File: config.mk
export PLATFORM = sky130hd
export DESIGN_NAME = led_pattern_gen
export DESIGN_NICKNAME = d
export VERILOG_FILES = /design/src/rtl/led_pkg.sv /design/src/rtl/led_tick_gen.sv /design/src/rtl/led_pattern_gen.sv
export SDC_FILE = /design/constraint.sdc
export NUM_CORES = 1
export LEC_CHECK = 0
export BUFFER_PORTS_ARGS = -buffer_cell sky130_fd_sc_hd__buf_2
export CORE_MARGIN = 5
export CORE_UTILIZATION = 45
export DETAILED_ROUTE_END_ITERATION = 8
export PLACE_DENSITY = 0.74
export SETUP_SLACK_MARGIN = 0.5
export SYNTH_ARGS = -nofsm -noshare
export SYNTH_HDL_FRONTEND = slang
export SYNTH_SLANG_ARGS = --single-unit
File: constraint.sdc
create_clock -name clk -period 6 [get_ports clk]
set_clock_uncertainty 0.2 [all_clocks]
set_input_delay 0.9 -clock clk [delete_from_list [all_inputs] [get_ports clk]]
set_output_delay 0.9 -clock clk [all_outputs]
set_load 0.01 [all_outputs]
File: src/rtl/led_pkg.sv
// Shared constants for the bicolour LED pattern generator.
//   - mode encodings (3 bits)
//   - broadcast address, one-shot length, tick counter width
//   - pattern_out: maps a mode plus the LED's phase and one-shot state to {yr, bg}
package led_pkg;

    localparam logic [2:0] MODE_OFF     = 3'd0;
    localparam logic [2:0] MODE_A       = 3'd1;
    localparam logic [2:0] MODE_B       = 3'd2;
    localparam logic [2:0] MODE_AB      = 3'd3;
    localparam logic [2:0] MODE_BLINK_A = 3'd4;
    localparam logic [2:0] MODE_BLINK_B = 3'd5;
    localparam logic [2:0] MODE_ALT     = 3'd6;
    localparam logic [2:0] MODE_ONESHOT = 3'd7;

    localparam logic [3:0] BCAST_ADDR    = 4'hF;
    localparam int         ONESHOT_TICKS = 4;
    localparam int         ONESHOT_W     = 3;
    localparam int         TICK_CTR_W    = 4;

    // Returns {yr, bg} for one LED.
    function automatic logic [1:0] pattern_out(input logic [2:0] mode,
                                               input logic       phase,
                                               input logic       oneshot_on);
        logic [1:0] out;
        out = 2'b00;
        case (mode)
            MODE_OFF:     out = 2'b00;
            MODE_A:       out = 2'b10;
            MODE_B:       out = 2'b01;
            MODE_AB:      out = 2'b11;
            MODE_BLINK_A: out = {phase, 1'b0};
            MODE_BLINK_B: out = {1'b0, phase};
            MODE_ALT:     out = {phase, ~phase};
            MODE_ONESHOT: out = {oneshot_on, 1'b0};
            default:      out = 2'b00;
        endcase
        return out;
    endfunction

endpackage

File: src/rtl/led_tick_gen.sv
// Pattern time base: a prescaler counting 0..PRESCALE_DIV-1 and a free-running
// tick counter that advances once per prescaler wrap.
// Ports:
//   clk, rst  - clock, synchronous active-high reset
//   tick      - one-cycle pulse while the prescaler sits at its terminal count
//   tick_ctr  - number of ticks seen, wraps 15 -> 0
module led_tick_gen
    import led_pkg::*;
#(
    parameter int PRESCALE_DIV = 1200000
) (
    input  logic                  clk,
    input  logic                  rst,
    output logic                  tick,
    output logic [TICK_CTR_W-1:0] tick_ctr
);

    localparam int PRE_W = $clog2(PRESCALE_DIV);

    logic [PRE_W-1:0] pre_cnt;

    assign tick = (pre_cnt == PRE_W'(PRESCALE_DIV - 1));

    always_ff @(posedge clk) begin
        if (rst) begin
            pre_cnt  <= '0;
            tick_ctr <= '0;
        end else if (tick) begin
            pre_cnt  <= '0;
            tick_ctr <= tick_ctr + 1'b1;
        end else begin
            pre_cnt  <= pre_cnt + 1'b1;
        end
    end

endmodule

File: src/rtl/led_pattern_gen.sv
// Producer side of the bicolour LED multiplexer: holds a per-LED mode/rate,
// programmed via a valid/ready write port, and produces registered colour-A
// (yellow/red) and colour-B (blue/green) request vectors.
// Ports:
//   clk, rst          - clock, synchronous active-high reset
//   cfg_valid/ready   - write handshake (ready rises one edge after reset release)
//   cfg_addr          - LED index, 4'hF broadcasts to all LEDs
//   cfg_mode/cfg_rate - pattern mode and blink rate to load
//   cfg_err           - one-cycle pulse after a write to a nonexistent LED
//   led_yr / led_bg   - colour-A / colour-B request per LED
module led_pattern_gen
    import led_pkg::*;
#(
    parameter int NUM_LEDS     = 12,
    parameter int PRESCALE_DIV = 1200000
) (
    input  logic                clk,
    input  logic                rst,
    input  logic                cfg_valid,
    output logic                cfg_ready,
    input  logic [3:0]          cfg_addr,
    input  logic [2:0]          cfg_mode,
    input  logic [1:0]          cfg_rate,
    output logic                cfg_err,
    output logic [NUM_LEDS-1:0] led_yr,
    output logic [NUM_LEDS-1:0] led_bg
);

    logic                  tick;
    logic [TICK_CTR_W-1:0] tick_ctr;
    logic                  accept;
    logic                  is_bcast;
    logic                  addr_ok;
    logic [NUM_LEDS-1:0]   yr_nxt;
    logic [NUM_LEDS-1:0]   bg_nxt;

    led_tick_gen #(
        .PRESCALE_DIV (PRESCALE_DIV)
    ) u_tick (
        .clk      (clk),
        .rst      (rst),
        .tick     (tick),
        .tick_ctr (tick_ctr)
    );

    assign accept   = cfg_valid & cfg_ready;
    assign is_bcast = (cfg_addr == BCAST_ADDR);
    assign addr_ok  = (cfg_addr < 4'(NUM_LEDS)) | is_bcast;

    for (genvar i = 0; i < NUM_LEDS; i++) begin : g_led
        logic [2:0]           mode_q;
        logic [1:0]           rate_q;
        logic [ONESHOT_W-1:0] os_cnt_q;
        logic                 hit;

        assign hit = accept & (is_bcast | (cfg_addr == 4'(i)));

        // A write on the same edge as a tick takes priority, so a freshly
        // started one-shot always gets its full length.
        always_ff @(posedge clk) begin
            if (rst) begin
                mode_q   <= MODE_OFF;
                rate_q   <= '0;
                os_cnt_q <= '0;
            end else if (hit) begin
                mode_q   <= cfg_mode;
                rate_q   <= cfg_rate;
                os_cnt_q <= (cfg_mode == MODE_ONESHOT) ? ONESHOT_W'(ONESHOT_TICKS) : '0;
            end else if (tick && os_cnt_q != '0) begin
                os_cnt_q <= os_cnt_q - 1'b1;
                if (os_cnt_q == ONESHOT_W'(1))
                    mode_q <= MODE_OFF;
            end
        end

        assign {yr_nxt[i], bg_nxt[i]} = pattern_out(mode_q, tick_ctr[rate_q], os_cnt_q != '0);
    end

    always_ff @(posedge clk) begin
        if (rst) begin
            cfg_ready <= 1'b0;
            cfg_err   <= 1'b0;
            led_yr    <= '0;
            led_bg    <= '0;
        end else begin
            cfg_ready <= 1'b1;
            cfg_err   <= accept & ~addr_ok;
            led_yr    <= yr_nxt;
            led_bg    <= bg_nxt;
        end
    end

endmodule

==> results by group, run 1 <==
Die
  • Initial core utilization: 46.1%
  • Row count: 46
  • Die area: between 15000 and 20000 um2
  • Die W: 138 um
  • Core area: approximately 16000 um2
  • Vert. Die Dim: 138 um
  • # IOs: 38

STA
  • Final setup TNS: 0 ns
  • Tmin final: between 3 and 4 ns
  • Worst setup margin: 2.88 ns
  • Max-slew headroom: 23.0%
  • Worst Max-Slew Pin Slew: 1.15 ns
  • # setup viols final: 0
  • FMAX: 320 MHz
  • Slew Limit Fails: 0
  • Final period utilization: 52.0%
  • RSZ-0062 raised after global routing: false
  • Hold Violations, Final: 0

Yosys
  • Primary FF master, synth: dfxtp_1
  • Synth Instances: between 800 and 900
  • YS warnings: 0
  • Post-synth EDFFs: 0
  • Synthesized area: between 7000 and 8000 um2
  • Syn_area_per_cell: 8.81 um2
  • Distinct cells, synth: 48
  • Sequential area share after synthesis: between 30 and 40%
  • Ys async rst share: 0%
  • Register bit total from synthesis: 147
  • Syn Nets: 887

Setup path
  • CP arrival: 3.17 ns
  • Worst reg2reg path startpoint: u_tick.pre_cnt[0]
  • Crit end category: flop
  • Worst Setup Start Kind: flop
  • CP Class: reg -> reg
  • Worst-path cell chain: ha_1, nand3_1, or4_1, buf_4, nor2_1, a311oi_1
  • Crit-path max FO: 35
  • Crit-path max cell delay: 0.91 ns
  • WP depth: 6
  • R2r endpoint: g_led[2].os_cnt_q[1]
  • R2R depth: 6
  • Worst R2R Setup Slack: around 2.9 ns
  • CP delay by family, top: simple AND/OR/NAND/NOR gates
  • CP required: roughly 6.1 ns
  • Slowest cell on crit path: nor2_1
  • Bufs and invs on worst path: 1

GRT
  • First-pass GRT wire length: 30.0 mm
  • Antenna violations before repair: 0
  • Grt ovf: 0
  • Vias in the first global route: 6138
  • Global Route Usage Sum: between 10% and 20%
  • Largest net degree at the start of global routing: 52

Clock network
  • Reg clk slew, reported paths: 0.06 ns
  • Post_cts resized: 0
  • H-tree depth: 4
  • Postcts setup bufs: 0
  • Cts hold-fix bufs: 0
  • Total CTS buffers: 17
  • CTS tree: built
  • Clock Path Buffers: 2
  • Root Buffer: clkbuf_16
  • Worst-Skew Late Latency: around 0.43 ns
  • Clock sinks: 147

Power and ir drop
  • Leakage: 2.97 nW
  • Peak supply drop: about 0.2 mV
  • Share of total power in sequential cells: 48.7%
  • Clock share of power: a little under half
  • Net Sw Frac: a little under a quarter
  • Gate power share: about 4.1%
  • Design internal power: 1.56 mW
  • Total power: 2.05 mW
  • P_sw: 488 uW
  • Pwr per Cell Area: 248 nW/um2

Detailed routing
  • Vias post-DR: 6349
  • Pre-antenna DRT Iters: 5
  • Post-route antenna net violation count: 0
  • Routed WL: between 15 and 20 mm
  • Vias per cell: roughly 6
  • Wire per inst: 16.5 um
  • DRT iter0 DRCs: 678
  • DRC: 0

Run status
  • Status: complete, no violations

Hold path
  • Hold-critical path depth: 2
  • Hold path endpoint: led_bg[10]
  • Worst Hold Class: reg -> reg
  • Hold wc startpoint: g_led[10].mode_q[1]

Place
  • Placer Congestion: 0.858
  • # port buffers: 37
  • Dpl hpwl: 11.5 mm
  • Place WS: between 2 and 3 ns

Cells and area
  • Layout area overhead: 11.7%
  • Post-Route Utilization: 51.5%
  • Layout Nets: 901
  • Layout cell share with drive strength beyond 1: 11.9%
  • Antenna diodes: 0

Job
  • Max cap viols: 0
-- through the flow --
stage	hold slack [ns]	std cells	instance area [um2]
2_1_floorplan	0.236	837	7380
3_3_place_gp	0.249	1048	7700
3_5_place_dp	0.255	1048	7700
4_1_cts	0.266	1079	8240
5_1_grt	0.289	1079	8240
6_report	0.264	1079	8240
-- cells in the final DEF, fill, tap and decap left out, types with 7 or more instances in the layout --
| cell | count |
|---|---|
| o31ai_1 | 33 |
| nand4_1 | 27 |
| nand3_1 | 39 |
| nand2b_1 | 12 |
| a311oi_1 | 11 |
| nor2_1 | 69 |
| mux4_2 | 12 |
| nor3_1 | 16 |
| mux2i_1 | 32 |
| xor2_1 | 12 |
| and2_1 | 15 |
| nand2_1 | 47 |
| buf_4 | 7 |
| ha_1 | 38 |
| dfxtp_1 | 147 |
| nor2b_1 | 17 |
| a32o_1 | 15 |
| inv_1 | 56 |
| or2_2 | 8 |
| buf_2 | 37 |
| a21oi_1 | 44 |
| or3_1 | 12 |
| o21ai_0 | 40 |
| a221oi_1 | 7 |
| clkbuf_16 | 17 |
| a31oi_1 | 23 |
-- flip-flops by register name (all words and copies together), names as in the netlist --
name	flops
cfg_err	1
cfg_ready	1
g_led.mode_q	36
g_led.os_cnt_q	36
g_led.rate_q	24
led_bg	12
led_yr	12
u_tick.pre_cnt	21
u_tick.tick_ctr	4
-- power by group through the flow --
stage	Combinational (mW)	Sequential (mW)	Clock [mW]
5_1_grt	0.0918	0.997	1.03
6_report	0.0836	0.996	0.967
3_3_place_gp	0.0820	1.02	0
4_1_cts	0.0829	0.996	0.981
2_1_floorplan	0.0572	1.02	0
3_5_place_dp	0.0824	1.02	0
-- logic make-up (layout without fill, tap and decap cells) --
logic type               count (synthesis)  in the layout  synth area share (%)
AND/OR/NAND/NOR                        289            289                  20.3
flip-flops                             147            147                  39.9
multiplexers                            44             44                  8.01
XOR/XNOR                                17             17                  2.02
AO/OA/AOI/OAI                          196            196                  17.8
adder cells (fa/ha/maj)                 38             38                  6.45
buffers and inverters                  106            132                  5.56
-- worst register-to-register path, cell delays in order, from the launching register on --
cell      delay (ns)
dfxtp_1         0.38
ha_1            0.23
nand3_1         0.18
or4_1           0.53
buf_4           0.28
nor2_1          0.92
a311oi_1        0.23
-- cell type report --
cell class | instances | area (um2)
Multi-Input combinational cell | 584 | 4040
Sequential cell | 147 | 2940
Tap cell | 216 | 270
Timing Repair Buffer | 44 | 238
Fill cell | 1522 | 7760
Clock buffer | 19 | 453
Clock inverter | 12 | 83.8
Inverter | 57 | 214
-- synthesized netlist by cell type, types with 15 or more instances --
master,number,area [um2]
dfxtp_1,147,2940
nor2_1,69,259
inv_1,56,210
nand2_1,47,176
a21oi_1,44,220
o21ai_0,40,200
nand3_1,39,195
ha_1,38,475
clkbuf_1,33,124
o31ai_1,33,248
mux2i_1,32,320
nand4_1,27,169
a31oi_1,23,144
nor2b_1,17,106
nor3_1,16,80.1
a32o_1,15,150
and2_1,15,93.8
-- metal layers --
metal / routed length [um] / track usage [%] / vias to the layer above
met2: 8740 / 31.7 / 164
met3: 824 / 4.10 / 30
met4: 372 / 7.54 / 0
met1: 7920 / 23.2 / 3074
li1: - / - / 3081
met5: 0 / 0 / -
-- worst max-delay path by stage --
stage                 startpoint              endpoint  slack, ns
2_1_floorplan        cfg_addr[3]    g_led[0].mode_q[0]       3.42
3_3_place_gp                 rst    g_led[5].mode_q[0]       2.90
3_5_place_dp                 rst    g_led[5].mode_q[0]       2.86
4_1_cts        u_tick.pre_cnt[0]  g_led[2].os_cnt_q[1]       2.89
5_1_grt        u_tick.pre_cnt[0]  g_led[2].os_cnt_q[1]       2.69
6_report       u_tick.pre_cnt[0]  g_led[2].os_cnt_q[1]       2.88
Power figures use the tool's default switching activity.
==> run 2, diff against run 1 <==
Settings changed: PLACE_DENSITY 0.74 to 0.76.
Clock period 6 ns to 2.5 ns, I/O delays scaled along.
==> run 2 against run 1 <==
  * Register-to-register slack got worse by 2.6 ns
  * Sequential power is 140% higher
  * Clock-buffer cell count is 3 higher
  * Flip-flop and latch count did not move
  * Die area is the same
  * Fmax grew 41%
  * Clock power grew to 3.1 times the previous value
  * Setup slack worse by 2.6 ns
  * Wire length is 21% higher
  * Highest routed layer unchanged
==> results by group, run 2 (same netlist as run 1, synthesis figures left out) <==
Clock network
  • Cts hold-fix bufs: 0 (unchanged)
  • Reg clk slew, reported paths: 0.06 ns (about the same)
  • CTS tree: built
  • Clock sinks: 147 (unchanged)
  • Root Buffer: clkbuf_16
  • Clock Path Buffers: 2 (unchanged)
  • H-tree depth: 4 (unchanged)
  • Worst-Skew Late Latency: 0.43 ns (about the same)
  • Total CTS buffers: 17 (unchanged)

GRT
  • Global Route Usage Sum: 20.4% (+1.7 points)
  • Vias in the first global route: 6522 (+6.3%)
  • Antenna violations before repair: 0 (unchanged)
  • Largest net degree at the start of global routing: 67 (+29%)
  • First-pass GRT wire length: 32.5 mm (+8.4%)
  • Grt ovf: 0 (unchanged)

Setup path
  • CP arrival: 2.39 ns (-0.78 ns)
  • R2R depth: 5 (-1)
  • CP most frequent cell: or4_4
  • Worst R2R Setup Slack: 0.28 ns (-2.60 ns)
  • Worst-path cell chain: nand3b_1, or4_4, buf_12, or4_4, a21oi_2
  • R2r endpoint: u_tick.tick_ctr[2]
  • CP Class: reg -> reg
  • Slowest cell on crit path: or4_4
  • CP required: 2.67 ns (-3.38 ns)
  • Crit-path max cell delay: 0.66 ns (-0.25 ns)
  • Worst reg2reg path startpoint: u_tick.pre_cnt[18]
  • Worst Setup Start Kind: flop
  • Bufs and invs on worst path: 1 (unchanged)
  • CP delay by family, top: simple AND/OR/NAND/NOR gates
  • Crit end category: flop
  • Crit-path max FO: 5 (-86%)

Die
  • Initial core utilization: 46.1% (unchanged)
  • Row count: 46 (unchanged)
  • Die W: 138 um (unchanged)
  • Core area: 16000 um2 (unchanged)
  • # IOs: 38 (unchanged)
  • Die area: 19100 um2 (unchanged)
  • Vert. Die Dim: 138 um (unchanged)

Detailed routing
  • Vias per cell: 6.08 (+3.3%)
  • Top sig layer: met4
  • Met3 routed wirelength: 1.59 mm (+92%)
  • DRT iter0 DRCs: 781 (+15%)
  • Vias post-DR: 6857 (+8.0%)
  • Routed wl met2: 10.8 mm (+23%)
  • Wire per inst: 19.1 um (+15%)
  • DRC: 0 (unchanged)
  • Routed WL: 21.5 mm (+21%)
  • Pre-antenna DRT Iters: 5 (unchanged)
  • Routed length on met1: 8.44 mm (+6.5%)
  • Post-route antenna net violation count: 0 (unchanged)

Place
  • Placer Congestion: 0.832 (-3.0%)
  • # port buffers: 37 (unchanged)
  • Dpl hpwl: 11.9 mm (+3.1%)

Cells and area
  • Most common cell after layout, fill and taps aside: dfxtp_1
  • Antenna diodes: 0 (unchanged)
  • Biggest regs: g_led.mode_q (36), g_led.os_cnt_q (36), g_led.rate_q (24)
  • Layout area overhead: 28.3%
  • Fillers: 1274 (-16%)
  • Multi-input gate area: 4510 um2 (+12%)
  • Sequential Area: 2960 um2 (+0.64%)
  • Layout Nets: 950 (+5.4%)
  • Layout cell share with drive strength beyond 1: 23.6% (+12 points)
  • Post-Route Utilization: 59.1% (+7.6 points)
  • Most frequent cells in the layout: dfxtp_1, nor2_1, inv_1, nand2_1

Hold path
  • Worst Hold Class: in -> reg
  • Hold-critical path depth: 3 (+1)
  • Hold wc startpoint: cfg_valid
  • Hold path endpoint: cfg_err

STA
  • Max-slew headroom: 27.3% (+4.3 points)
  • # setup viols final: 0 (unchanged)
  • Hold Violations, Final: 0 (unchanged)
  • Final setup TNS: 0 ns (unchanged)
  • Tmin final: 2.22 ns (-0.902 ns)
  • RSZ-0062 raised after global routing: true
  • Worst Max-Slew Pin Slew: 1.09 ns (-0.0625 ns)
  • Final period utilization: 88.7% (+37 points)
  • Slew Limit Fails: 0 (unchanged)
  • FMAX: 451 MHz (+41%)

Power and ir drop
  • Pwr per Cell Area: 591 nW/um2 (+140%)
  • Peak supply drop: 0.459 mV (+130%)
  • Leakage: 3.51 nW (+18%)

Job
  • Max cap viols: 0 (unchanged)

Run status
  • Status: complete, no violations
## run 2: cell types whose count changed in the layout (fill, tap and decap cells not counted), sizes merged
cell and change:
inv -2, clkbuf +5, bufinv +6, clkinv -2, buf +47, clkinvlp -5
## run 2: worst register-to-register path, delay by kind of cell (launching register included)
| family | cells | cell delay [ns] |
|---|---|---|
| DFF | 1 | 0.35 |
| AOI/OAI and AO/OA | 1 | 0.14 |
| buffers and inverters | 1 | 0.19 |
| and+or+nand+nor | 3 | 1.28 |
## run 2: repair_timing
action | CTS | global route
cloned | 4 | 1
gates resized for setup | 60 | 52
setup endpoints to repair | 87 | 95
setup buffers | 19 | 9
pin swaps | 37 | 39
## run 2: power by group
| group | switching (mW) | total, mW | leakage, nW | internal, mW |
|---|---|---|---|---|
| clock | 0.985 | 2.96 | 0.336 | 1.97 |
| sequential | 0.0253 | 2.39 | 1.19 | 2.37 |
| combinational | 0.159 | 0.245 | 1.98 | 0.0865 |
## run 2: stage by stage
step                worst slack (ns)  power, mW  area [um2]  hold slack (ns)  cells
finish                         0.282       5.59        9460            0.134   1128
global route                   0.236       5.72        9460            0.132   1128
CTS                            0.336       5.57        9090            0.120   1118
detailed placement             0.206       2.66        7900            0.249   1064
global placement               0.230       2.65        7900            0.248   1064
floorplan                      0.454       2.58        7450            0.236    837
## run 2: routing by layer
| layer | track usage, % | up-vias |
|---|---|---|
| met5 | 0 | - |
| met2 | 35.2 | 316 |
| li1 | - | 3181 |
| met4 | 7.44 | 0 |
| met3 | 5.24 | 71 |
| met1 | 24.6 | 3289 |
## run 2: how the worst max path moves through the flow
stage                       startpoint                   end  cells after the start
floorplan            u_tick.pre_cnt[1]  g_led[6].os_cnt_q[2]                      7
global placement     u_tick.pre_cnt[0]    u_tick.tick_ctr[2]                      6
detailed placement   u_tick.pre_cnt[1]    u_tick.tick_ctr[2]                      6
CTS                  u_tick.pre_cnt[0]    u_tick.tick_ctr[3]                      6
global route        u_tick.pre_cnt[10]    u_tick.tick_ctr[2]                      5
finish              u_tick.pre_cnt[18]    u_tick.tick_ctr[2]                      5
## run 2: final cells by class
cell class | instances | share of cell area, %
clock buffers | 22 | 5.12
multi-input cells | 584 | 47.7
repair buffers | 93 | 8.70
inverters | 57 | 2.26
well taps | 216 | 2.86
flip-flops and latches | 147 | 31.3
clock inverters | 9 | 2.10
==> run 3, diff against run 2 <==
Settings changed: ABC_AREA from default to 1, RECOVER_POWER from default to 50.
==> run 3 against run 2 <==
  * The run now ends with max-capacitance violations, max-slew violations left
  * Die area is 2.8% higher
  * Design area down 5.7%
  * Flip-flop and latch count is the same
  * Global-route usage decreased by 2.3 points
  * Sequential share of layout area rose by 1.8 points
  * Wire length decreased by 16%
  * Sequential power barely moved
  * Setup slack better by 0.085 ns
  * Via count increased by 2.2%
  * Hold slack got worse by 0.087 ns
  * Combinational power is 8.6% higher
  * Clock-buffer cell count increased by 2
  * Largest cell class unchanged
  * Largest power group unchanged
  * Highest routed layer unchanged
==> results by group, run 3 <==
Run status
  • Status: finished with violations
  • Failing checks: max-capacitance violations, max-slew violations

Clock network
  • Total CTS buffers: 17 (unchanged)
  • Clock sinks: 147 (unchanged)
  • Root Buffer: clkbuf_16
  • Reg clk slew, reported paths: 0.06 ns (about the same)
  • Worst-Skew Late Latency: 0.43 ns (about the same)
  • CTS tree: built
  • Clock Path Buffers: 2 (unchanged)
  • H-tree depth: 4 (unchanged)
  • Cts hold-fix bufs: 0 (unchanged)

Yosys
  • Primary FF master, synth: dfxtp_1
  • Post-synth top area share: 38.7% (-1.2 points)
  • Ys async rst share: 0% (unchanged)
  • Register bit total from synthesis: 147 (unchanged)
  • Synthesized area: 7600 um2 (+3.1%)
  • Area contributors post-synth: dfxtp_1, nand2_1, a21oi_1
  • Top-count cell post-synth: nand2_1
  • Top post-synthesis cells by count: nand2_1, dfxtp_1, nor2_1
  • Synth Instances: 1082 (+29%)
  • Distinct cells, synth: 33 (-31%)
  • Post-synth EDFFs: 0 (unchanged)
  • Area leader, netlist: dfxtp_1
  • Syn Nets: 1132 (+28%)
  • Syn_area_per_cell: 7.03 um2 (-20%)
  • Sequential area share after synthesis: 38.7% (-1.2 points)
  • YS warnings: 0 (unchanged)

Cells and area
  • Layout Nets: 1179 (+24%)
  • Most frequent cells in the layout: nand2_1, dfxtp_1, nor2_1, inv_1, a21oi_1
  • Layout area overhead: 17.4%
  • Layout cell share with drive strength beyond 1: 10.1% (-14 points)
  • Antenna diodes: 0 (unchanged)
  • Biggest regs: g_led.mode_q (36), g_led.os_cnt_q (36), g_led.rate_q (24)
  • Post-Route Utilization: 53.8% (-5.3 points)
  • Multi-input gate area: 4090 um2 (-9.2%)
  • Sequential Area: 2950 um2 (-0.38%)
  • Fillers: 1575 (+24%)
  • Most common cell after layout, fill and taps aside: nand2_1

Die
  • Die W: 140 um (+1.4%)
  • Vert. Die Dim: 140 um (+1.4%)
  • Core area: 16600 um2 (+3.6%)
  • Die area: 19600 um2 (+2.8%)
  • # IOs: 38 (unchanged)
  • Initial core utilization: 45.9% (-0.26 points)
  • Row count: 47 (+2.2%)

Detailed routing
  • DRT iter0 DRCs: 535 (-31%)
  • Vias post-DR: 7011 (+2.2%)
  • DRC: 0 (unchanged)
  • Wire per inst: 13.3 um (-30%)
  • Routed WL: 18.1 mm (-16%)
  • Post-route antenna net violation count: 0 (unchanged)
  • Pre-antenna DRT Iters: 5 (unchanged)
  • Vias per cell: 5.15 (-15%)

Place
  • Placer Congestion: 0.859 (+3.2%)
  • Dpl hpwl: 11.8 mm (-0.97%)
  • # port buffers: 37 (unchanged)

Hold path
  • Worst Hold Class: in -> reg

GRT
  • Antenna violations before repair: 0 (unchanged)
  • Largest net degree at the start of global routing: 70 (+4.5%)
  • Global Route Usage Sum: 18.2% (-2.3 points)
  • First-pass GRT wire length: 29.7 mm (-8.7%)
  • Vias in the first global route: 6420 (-1.6%)
  • Grt ovf: 0 (unchanged)

Setup path
  • Crit-path max FO: 10 (+5)
  • CP arrival: 2.25 ns (-0.14 ns)
  • Crit end category: flop
  • CP required: 2.62 ns (-0.05 ns)
  • Worst Setup Start Kind: flop
  • CP Class: reg -> reg

Power and ir drop
  • Leakage: 3.71 nW (+5.9%)
  • Pwr per Cell Area: 632 nW/um2 (+6.9%)
  • Peak supply drop: 0.515 mV (+12%)

STA
  • Hold Violations, Final: 0 (unchanged)
  • Slew Limit Fails: 70 (+70)
  • FMAX: 469 MHz (+4.0%)
  • Tmin final: 2.13 ns (-0.0845 ns)
  • # setup viols final: 0 (unchanged)
  • Worst Max-Slew Pin Slew: 1.53 ns (+0.444 ns)
  • Max-slew headroom: -2.17% (-29 points)
  • Final setup TNS: 0 ns (unchanged)
  • Final period utilization: 85.4% (-3.4 points)
  • RSZ-0062 raised after global routing: true

Job
  • Max cap viols: 1 (+1)
-- run 3: cell types whose count changed in the layout (fill, tap and decap cells not counted), moves of 21 or more --
cell	change
nand2_1	+163
a21oi_1	+83
inv_1	+67
nor2_1	+64
o21ai_0	+44
nand3_1	+37
clkbuf_1	+32
mux2i_1	-32
buf_2	-26
a31oi_1	-21
-- run 3: worst paths after layout --
kind	start	slack, ns	cells after the start	to
setup reg to reg	u_tick.pre_cnt[0]	0.37	9	u_tick.pre_cnt[4]
hold reg to reg	u_tick.pre_cnt[0]	0.26	1	u_tick.pre_cnt[0]
setup / recovery	u_tick.pre_cnt[0]	0.37	9	u_tick.pre_cnt[4]
hold / removal	cfg_addr[3]	0.05	3	cfg_err
-- run 3: final cells by class --
type	count	area share (%)
multi-input combinational	769	45.9
sequential	147	33.1
clock buffer	24	5.51
inverter	128	5.40
timing repair buffer	66	4.88
tap	220	3.08
clock inverter	8	2.19
-- run 3: power by group --
part	switching [mW]	internal, mW
combinational	0.180	0.0863
clock	0.986	1.98
sequential	0.0288	2.38
total	1.19	4.44
-- run 3: logic make-up (layout without fill, tap and decap cells) --
family / after synthesis / after routing / synth area share [%]
and+or+nand+nor: 486 / 487 / 28.7
AOI/OAI and AO/OA: 225 / 225 / 15.4
buffers and inverters: 167 / 226 / 8.79
DFF: 147 / 147 / 38.7
adders and majority gates: 38 / 38 / 6.25
xor gates and xnor gates: 19 / 19 / 2.19
-- run 3: repair_timing --
item                       CTS  global route
buffers inserted             5             4
pin swaps                    2             9
resized for setup            7            32
cloned                       2             1
setup endpoints to repair   74            89
-- run 3: worst max-delay path: stages, from the launching register on --
cell and delay, ns:
dfxtp_4 0.38, ha_4 0.15, nand2_4 0.06, nor2_4 0.14
nand2_4 0.10, nor2_8 0.23, nand2_1 0.20, nand2_1 0.21
bufbuf_16 0.31, nor2_1 0.04
-- run 3: metal layers --
metal	wire length, um	track usage (%)	vias up
met4	285	6.07	0
met2	8660	30.7	144
met3	797	4.12	31
met1	8350	22.9	3224
li1	-	-	3612
met5	0	0	-
-- run 3: metrics by stage --
stage / hold slack, ns / setup WS, ns / power (mW) / cell area, um2 / instances
final: 0.0473 / 0.366 / 5.64 / 8920 / 1362
after global placement: 0.247 / 0.428 / 2.70 / 8020 / 1318
after global routing: 0.0409 / 0.220 / 5.82 / 8920 / 1362
after CTS: 0.0255 / 0.469 / 5.68 / 8810 / 1357
after detailed placement: 0.254 / 0.352 / 2.71 / 8020 / 1318
after floorplan: 0.237 / 0.702 / 2.63 / 7600 / 1082
